File: config.mk
export PLATFORM = sky130hd
export DESIGN_NAME = imem_stream_loader_flat
export DESIGN_NICKNAME = d
export VERILOG_FILES = /design/src/rtl/imem_stream_loader_if.sv /design/src/rtl/imem_stream_loader.sv /design/src/flat_wrapper.sv
export SDC_FILE = /design/constraint.sdc
export NUM_CORES = 1
export LEC_CHECK = 0
export CAP_MARGIN = 20
export CORE_UTILIZATION = 49
export DETAILED_ROUTE_END_ITERATION = 10
export GPL_ROUTABILITY_DRIVEN = 0
export PLACE_DENSITY = 0.75
export SLEW_MARGIN = 15
export SYNTH_ARGS = -nofsm -noshare
export SYNTH_HDL_FRONTEND = slang
export SYNTH_SLANG_ARGS = --single-unit
File: constraint.sdc
create_clock -name clock -period 3.2 [get_ports clock]
set_input_delay 0.48 -clock clock [delete_from_list [all_inputs] [get_ports clock]]
set_output_delay 0.48 -clock clock [all_outputs]
set_load 0.03 [all_outputs]
File: src/rtl/imem_stream_loader_if.sv
// Byte-stream receive handshake plus IMem single-cycle write port.
// The loader drives the master side; the stream source and IMem sit on the slave side.
interface imem_stream_loader_if #(
    parameter int ADDR_W = 8
);
    logic [7:0]        rx_data;
    logic              rx_valid;
    logic              rx_ready;
    logic              imem_we;
    logic [ADDR_W-1:0] imem_addr;
    logic [31:0]       imem_wdata;

    modport master (
        input  rx_data,
        input  rx_valid,
        output rx_ready,
        output imem_we,
        output imem_addr,
        output imem_wdata
    );

    modport slave (
        output rx_data,
        output rx_valid,
        input  rx_ready,
        input  imem_we,
        input  imem_addr,
        input  imem_wdata
    );
endinterface

File: src/rtl/imem_stream_loader.sv
// Assembles a length-prefixed little-endian byte stream into sequential 32-bit IMem writes.
// Define IMEM_LOADER_CHECKSUM_EN to require a trailing byte that makes the stream XOR to zero.
module imem_stream_loader #(
    parameter int DEPTH  = 256,
    parameter int ADDR_W = 8
) (
    input  logic                 clock,
    input  logic                 reset,
    input  logic                 start,
    imem_stream_loader_if.master bus,
    output logic                 cpu_reset,
    output logic                 busy,
    output logic                 done,
    output logic                 error,
    output logic [ADDR_W:0]      words_loaded
);

    typedef enum logic [2:0] {
        ST_IDLE,
        ST_LEN_LO,
        ST_LEN_HI,
        ST_DATA,
        ST_LAST_WR,
        ST_DONE,
        ST_ERROR
`ifdef IMEM_LOADER_CHECKSUM_EN
        ,
        ST_CHECK
`endif
    } state_t;

    localparam logic [16:0] DEPTH_LIM = 17'(DEPTH);

    state_t      state;
    logic [7:0]  len_lo;
    logic [15:0] word_count;
    logic [1:0]  byte_idx;
    logic [23:0] word_buf;

    logic        accept;
    logic [15:0] len_value;
    logic        last_word;
    logic        start_ok;

    assign accept    = bus.rx_valid && bus.rx_ready;
    assign len_value = {bus.rx_data, len_lo};
    assign last_word = (32'(words_loaded) + 32'd1) == 32'(word_count);
    assign start_ok  = start && (state == ST_IDLE || state == ST_DONE || state == ST_ERROR);

`ifdef IMEM_LOADER_CHECKSUM_EN
    // Running XOR over every accepted byte, length and checksum included.
    logic [7:0] csum;

    always_ff @(posedge clock or posedge reset) begin
        if (reset) begin
            csum <= '0;
        end else if (start_ok) begin
            csum <= '0;
        end else if (accept) begin
            csum <= csum ^ bus.rx_data;
        end
    end
`endif

    always_ff @(posedge clock or posedge reset) begin
        if (reset) begin
            state          <= ST_IDLE;
            cpu_reset      <= 1'b1;
            busy           <= 1'b0;
            done           <= 1'b0;
            error          <= 1'b0;
            words_loaded   <= '0;
            bus.rx_ready   <= 1'b0;
            bus.imem_we    <= 1'b0;
            bus.imem_addr  <= '0;
            bus.imem_wdata <= '0;
            len_lo         <= '0;
            word_count     <= '0;
            byte_idx       <= '0;
            word_buf       <= '0;
        end else begin
            bus.imem_we <= 1'b0;
            case (state)
                ST_IDLE, ST_DONE, ST_ERROR: begin
                    if (start) begin
                        state        <= ST_LEN_LO;
                        cpu_reset    <= 1'b1;
                        busy         <= 1'b1;
                        done         <= 1'b0;
                        error        <= 1'b0;
                        words_loaded <= '0;
                        bus.rx_ready <= 1'b1;
                        byte_idx     <= '0;
                        word_buf     <= '0;
                    end
                end

                ST_LEN_LO: begin
                    if (accept) begin
                        len_lo <= bus.rx_data;
                        state  <= ST_LEN_HI;
                    end
                end

                ST_LEN_HI: begin
                    if (accept) begin
                        word_count <= len_value;
                        if ({1'b0, len_value} > DEPTH_LIM) begin
                            state        <= ST_ERROR;
                            bus.rx_ready <= 1'b0;
                            busy         <= 1'b0;
                            error        <= 1'b1;
                        end else if (len_value == 16'd0) begin
`ifdef IMEM_LOADER_CHECKSUM_EN
                            state <= ST_CHECK;
`else
                            state        <= ST_DONE;
                            bus.rx_ready <= 1'b0;
                            busy         <= 1'b0;
                            done         <= 1'b1;
                            cpu_reset    <= 1'b0;
`endif
                        end else begin
                            state <= ST_DATA;
                        end
                    end
                end

                // The fourth byte of each word launches the write on the following cycle.
                ST_DATA: begin
                    if (accept) begin
                        byte_idx <= byte_idx + 2'd1;
                        case (byte_idx)
                            2'd0: word_buf[7:0]   <= bus.rx_data;
                            2'd1: word_buf[15:8]  <= bus.rx_data;
                            2'd2: word_buf[23:16] <= bus.rx_data;
                            default: begin
                                bus.imem_we    <= 1'b1;
                                bus.imem_addr  <= words_loaded[ADDR_W-1:0];
                                bus.imem_wdata <= {bus.rx_data, word_buf};
                                words_loaded   <= words_loaded + (ADDR_W + 1)'(1);
                                if (last_word) begin
                                    state        <= ST_LAST_WR;
                                    bus.rx_ready <= 1'b0;
                                end
                            end
                        endcase
                    end
                end

                ST_LAST_WR: begin
`ifdef IMEM_LOADER_CHECKSUM_EN
                    state        <= ST_CHECK;
                    bus.rx_ready <= 1'b1;
`else
                    state     <= ST_DONE;
                    busy      <= 1'b0;
                    done      <= 1'b1;
                    cpu_reset <= 1'b0;
`endif
                end

`ifdef IMEM_LOADER_CHECKSUM_EN
                ST_CHECK: begin
                    if (accept) begin
                        bus.rx_ready <= 1'b0;
                        busy         <= 1'b0;
                        if ((csum ^ bus.rx_data) == 8'h00) begin
                            state     <= ST_DONE;
                            done      <= 1'b1;
                            cpu_reset <= 1'b0;
                        end else begin
                            state <= ST_ERROR;
                            error <= 1'b1;
                        end
                    end
                end
`endif

                default: begin
                    state        <= ST_IDLE;
                    bus.rx_ready <= 1'b0;
                    busy         <= 1'b0;
                    cpu_reset    <= 1'b1;
                end
            endcase
        end
    end

endmodule
File: src/flat_wrapper.sv
// flat-port wrapper written by rule: the top's interface ports become plain ports
module imem_stream_loader_flat 
#(
    parameter int DEPTH  = 256,
    parameter int ADDR_W = 8
)
  (clock, reset, start, cpu_reset, busy, done, error, words_loaded, bus_rx_data, bus_rx_valid, bus_rx_ready, bus_imem_we, bus_imem_addr, bus_imem_wdata);
  imem_stream_loader_if #(.ADDR_W(ADDR_W)) bus_i ();
  input  logic clock;
  input  logic reset;
  input  logic start;
  output logic cpu_reset;
  output logic busy;
  output logic done;
  output logic error;
  output logic [ADDR_W:0] words_loaded;
  input wire logic [$bits(bus_i.rx_data)-1:0] bus_rx_data;
  input wire logic [$bits(bus_i.rx_valid)-1:0] bus_rx_valid;
  output wire logic [$bits(bus_i.rx_ready)-1:0] bus_rx_ready;
  output wire logic [$bits(bus_i.imem_we)-1:0] bus_imem_we;
  output wire logic [$bits(bus_i.imem_addr)-1:0] bus_imem_addr;
  output wire logic [$bits(bus_i.imem_wdata)-1:0] bus_imem_wdata;
  assign bus_i.rx_data = bus_rx_data;
  assign bus_i.rx_valid = bus_rx_valid;
  assign bus_rx_ready = bus_i.rx_ready;
  assign bus_imem_we = bus_i.imem_we;
  assign bus_imem_addr = bus_i.imem_addr;
  assign bus_imem_wdata = bus_i.imem_wdata;
  imem_stream_loader #(.DEPTH(DEPTH), .ADDR_W(ADDR_W)) u_core (.clock(clock), .reset(reset), .start(start), .bus(bus_i), .cpu_reset(cpu_reset), .busy(busy), .done(done), .error(error), .words_loaded(words_loaded));
endmodule
# Word level (Yosys, flattened, before mapping)

Cells that the tools add are included.

$add $sub $neg: 3
$lt $le $gt $ge: 1
Eq/ne operators: 22
Mux-type cells: 45
Bitwise gates (word level): 3
Reductions and logical operators: 25

Operators by type and width:

| operator               | number |
|---|---|
| $mux W24               | 2 |
| $pmux W24 S2           | 1 |
| $eq A32 B16 Y1         | 1 |
| $mux W9                | 3 |
| $mux W3                | 8 |
| $mux W8                | 3 |
| $reduce_and A4 Y1      | 6 |
| $mux W1                | 18 |
| $ne A2 B1 Y1 const B   | 9 |
| $pmux W9 S2            | 1 |
| $gt A16 B9 Y1 const B  | 1 |
| $logic_not A16 Y1      | 1 |
| $pmux W3 S5            | 1 |
| $add A9 B1 Y10 const B | 1 |
| $reduce_and A5 Y1      | 2 |
| $add A9 B1 Y9 const B  | 1 |
| $eq A3 B3 Y1 const B   | 3 |
| $pmux W1 S4            | 2 |
| $reduce_and A7 Y1      | 1 |
| $eq A3 B2 Y1 const B   | 2 |
| $ne A2 B2 Y1 const B   | 3 |
| $pmux W1 S3            | 2 |
| $reduce_and A3 Y1      | 2 |
| $reduce_and A6 Y1      | 1 |
| other kinds (17)       | 24 |

Register bits after elaboration: 108
Input port bits: 12
Output and inout bits: 55
Logic and storage cells: 115

# Depth between registers and ports, before layout

Depth in word-level cells: 6
Gate-level depth with buffers: 9
Gate-level depth less buffers: 7

# Least setup slack after synthesis

No wires, ideal clock.

Path type: register -> register
Start point: register u_core.words_loaded[1]
End point: register u_core.state[0]
Library setup time: 0.121 ns
Arrival: 1.897 ns
Data required time: 3.079 ns
Path slack: 1.182 ns
Cell stages (with the launch flop): 9
Buffers on the path: 1
Period minus slack after synthesis: 2.018 ns
Cells stage by stage: dfrtp_1 -> ha_1 -> buf_2 -> and4_2 -> nand2_1 -> o21ai_0 -> o31a_1 -> a31oi_1 -> o22a_1

Longest elaborated chain between the ends: 4

RTL lines:

| item                               | RTL line                  | source |
|---|---|---|
| from (decl)                        | imem_stream_loader.sv:15  | `output logic [ADDR_W:0] words_loaded` |
| from (signal assigned)             | imem_stream_loader.sv:141 | `words_loaded <= words_loaded + (ADDR_W + 1)'(1);` |
| $add A9 B1 Y10                     | imem_stream_loader.sv:47  | `assign last_word = (32'(words_loaded) + 32'd1) == 32'(word_count);` |
| $eq A32 B16 Y1                     | imem_stream_loader.sv:47  |  |
| $ne A2 B1 Y1 (no source line)      | n/a                       |  |
| $reduce_and A6 Y1 (no source line) | n/a                       |  |
| to (signal assigned)               | imem_stream_loader.sv:67  | `state <= ST_IDLE;` |
| to (signal assigned)               | imem_stream_loader.sv:86  | `state <= ST_LEN_LO;` |
| to (signal assigned)               | imem_stream_loader.sv:101 | `state <= ST_LEN_HI;` |
| to (decl)                          | imem_stream_loader.sv:34  | `state_t state;` |

No other way between the ends.
A chain may end at the register's enable or synchronous reset.

# Worst setup path in the final report

Start point: register u_core.words_loaded[0]
End point: register u_core.state[0]

Same word-level chain as after synthesis.

==> results_dict.tcl <==
set metrics [dict create \
    finClkSkew_ps 18.4 \
    timing.fmax_mhz 425 \
    final.setup.worst_slack_ps 848 \
    cts_tree "yes" \
    drt_first_pass_iters 4 \
    synth_area_leaders "dfrtp_1 (54%), nand2_1 (13%), mux2_2 (5.7%)" \
    slew_viol_final 0 \
    hp-class "reg2reg" \
    ys_warn_count 0 \
    grt_pass1_wl_um 17200 \
    hold_viol_final 0 \
    drt-total-wl_um 10400 \
    diodes 0 \
    setup_tns_ps 0 \
    areaGrowthSynthToFinish_pct 18.4 \
    io_pins 67 \
    tightest_slew_ps 876 \
    leakage_uw 0.00265 \
    cp_max_fo 12 \
    setup_viol 0 \
    htree_num_levels 3 \
    clk_latency_ps 380 \
    final_cell_mix "nand2_1 (173), dfrtp_1 (107), clkdlybuf4s50_1 (66)" \
    antenna_found_initial 0 \
    yosysTopAreaCellShare 0.544 \
    dr_wl_met2_um 4850 \
    avgViaCountPerCell 5.42 \
    min_period_over_period 0.735 \
    root_buffer "clkbuf_8" \
    worstPathRequired_ps 3470 \
    synth_edf_count 0 \
    layout_min_cycle_time_ps 2350 \
    drt.antenna.violating_nets 0 \
    worstPathArrival_ps 2620 \
    worstSetupPathType "reg2reg" \
    dp_hpwl_um 7180 \
    grt-ovfl-total 0 \
    worstSetupStartpointType "flip-flop" \
    outcome "finished, final reports clean" \
    initial_core_util 0.503 \
    yosysUniqueCellTypes 52 \
    final_area_sq_mm 0.00582 \
    syn_area_sq_mm 0.00492 \
    grt_pass1_vias 3481 \
    die_h_um 102 \
    cts_hold_buf 0 \
    syn_inst 510 \
    place_area_sq_mm 0.00565 \
    drc 0 \
    drive_gt1_frac 0.107 \
    final_common_cell "nand2_1" \
    ys_ff_latch 108 \
    wl_per_cell_um 14.8 \
    synth_top_cell_by_area "dfrtp_1" \
    syn_nets 527 \
    drv_cap 0 \
    vdd_drop_max_v 0.000351 \
    clk_pin_slew_ps 100 \
    core_area_sq_mm 0.00977 \
    p_per_area_mw_per_mm2 792 \
    placementRows 36 \
    yosysSeqAreaShare 0.550 \
    die_x_um 102 \
    wl_met3_um 604 \
    drt_iter0_markers 239 \
    io_buffers 66 \
    async_reset_ff_frac 1.00 \
    finalNetCount 580 \
    wl_met1_um 4790 \
    pre_cts_slack_ps 752 \
    fill_cells 895 \
    cts_inserted_buffers 9 \
    syn_area_per_cell_sq_um 9.65 \
    cts_num_sinks 108 \
    synth_ff_type "dfrtp_1" \
    slew_headroom 0.409 \
    cts_setup_buffers 0 \
    num_vias 3800 \
    grt_max_degree 109 \
    die_area_sq_mm 0.0104 \
    cts_resized 0 \
    cts_max_path_buffers 2 \
    endpoint_kind "flip-flop" \
    grt_setup_unrepaired "false" \
    grt_usage 0.213 \
    dr.max_layer_used "met4" \
]
## critical path: stages, from the launching register on
cell and delay [ps]:
dfrtp_1 590, ha_1 460, nand3_1 120, nor2_1 220
o32ai_1 110, o31ai_1 370, a31oi_1 190, o22a_1 190
## per-stage QoR
stage          hold WS [ps]  power (uW)   util  std cells
6_report                477        4610  0.596        701
5_1_grt                 497        4910  0.596        701
4_1_cts                 479        4630  0.596        701
3_5_place_dp            454        3870  0.578        685
3_3_place_gp            456        3800  0.578        685
2_1_floorplan           439        3350      -        510
## cell type report
| type | instances | area, sq um | share of cell area |
|---|---|---|---|
| clock buffer | 10 | 128 | 0.0219 |
| clock inverter | 6 | 47.5 | 0.00816 |
| inverter | 7 | 30.0 | 0.00516 |
| multi-input combinational | 366 | 2040 | 0.350 |
| sequential | 108 | 2700 | 0.464 |
| tap | 133 | 166 | 0.0286 |
| timing repair buffer | 71 | 711 | 0.122 |
## worst paths after layout
check                      slack [ps]                               start  cells past startpoint                                   end
min in group asynchronous         560                               reset                      3              u_core.error$_DFFE_PP0P_
setup reg to reg                  850  u_core.words_loaded[0]$_DFFE_PP0P_                      7           u_core.state[0]$_DFFE_PP0P_
hold / removal                    480      u_core.word_buf[9]$_DFFE_PP0P_                      2  u_core.bus.imem_wdata[9]$_DFFE_PP0P_
max in group asynchronous        2140                               reset                      3          u_core.len_lo[4]$_DFFE_PP0P_
setup / recovery                  850  u_core.words_loaded[0]$_DFFE_PP0P_                      7           u_core.state[0]$_DFFE_PP0P_
hold reg to reg                   480      u_core.word_buf[9]$_DFFE_PP0P_                      2  u_core.bus.imem_wdata[9]$_DFFE_PP0P_
## per-layer routing
| layer | up-vias | track usage |
|---|---|---|
| met4 | 0 | 0.0604 |
| met2 | 110 | 0.335 |
| met1 | 1847 | 0.302 |
| met5 | - | 0 |
| met3 | 16 | 0.0417 |
| li1 | 1827 | - |
## sequential cells by signal (all words and copies together), names as in the netlist, 2 cells and up
name	flops
u_core.byte_idx	2
u_core.bus.imem_addr	8
u_core.state	3
u_core.words_loaded	9
u_core.len_lo	8
u_core.bus.imem_wdata	32
u_core.word_buf	24
u_core.word_count	16
## kinds of logic (layout without fill, tap and decap cells)
kind of cell,count (synthesis),after routing,share of synthesized area
simple gates,232,232,0.202
buf+inv,36,94,0.0361
flops,108,108,0.550
xor+xnor,11,11,0.0196
compound gates,93,93,0.122
mux,25,25,0.0572
fa+ha+maj,5,5,0.0127
## report_power, final
part           internal [uW]  switching, uW  total (uW)
Sequential              1770            342        2110
Combinational            739            989        1730
Clock                    291            483         774
## synth_stat cells, drive strengths merged, types with 4 or more instances
library cell	number
a21oi	19
a31oi	5
and2	4
buf	22
clkbuf	7
dfrtp	107
ha	5
inv	7
mux2	25
nand2	174
nand3	4
nand4	4
nor2	16
nor2b	7
nor3	7
nor4	6
o21ai	42
o31ai	5
o41ai	4
xnor2	9
Power figures use the tool's default switching activity.
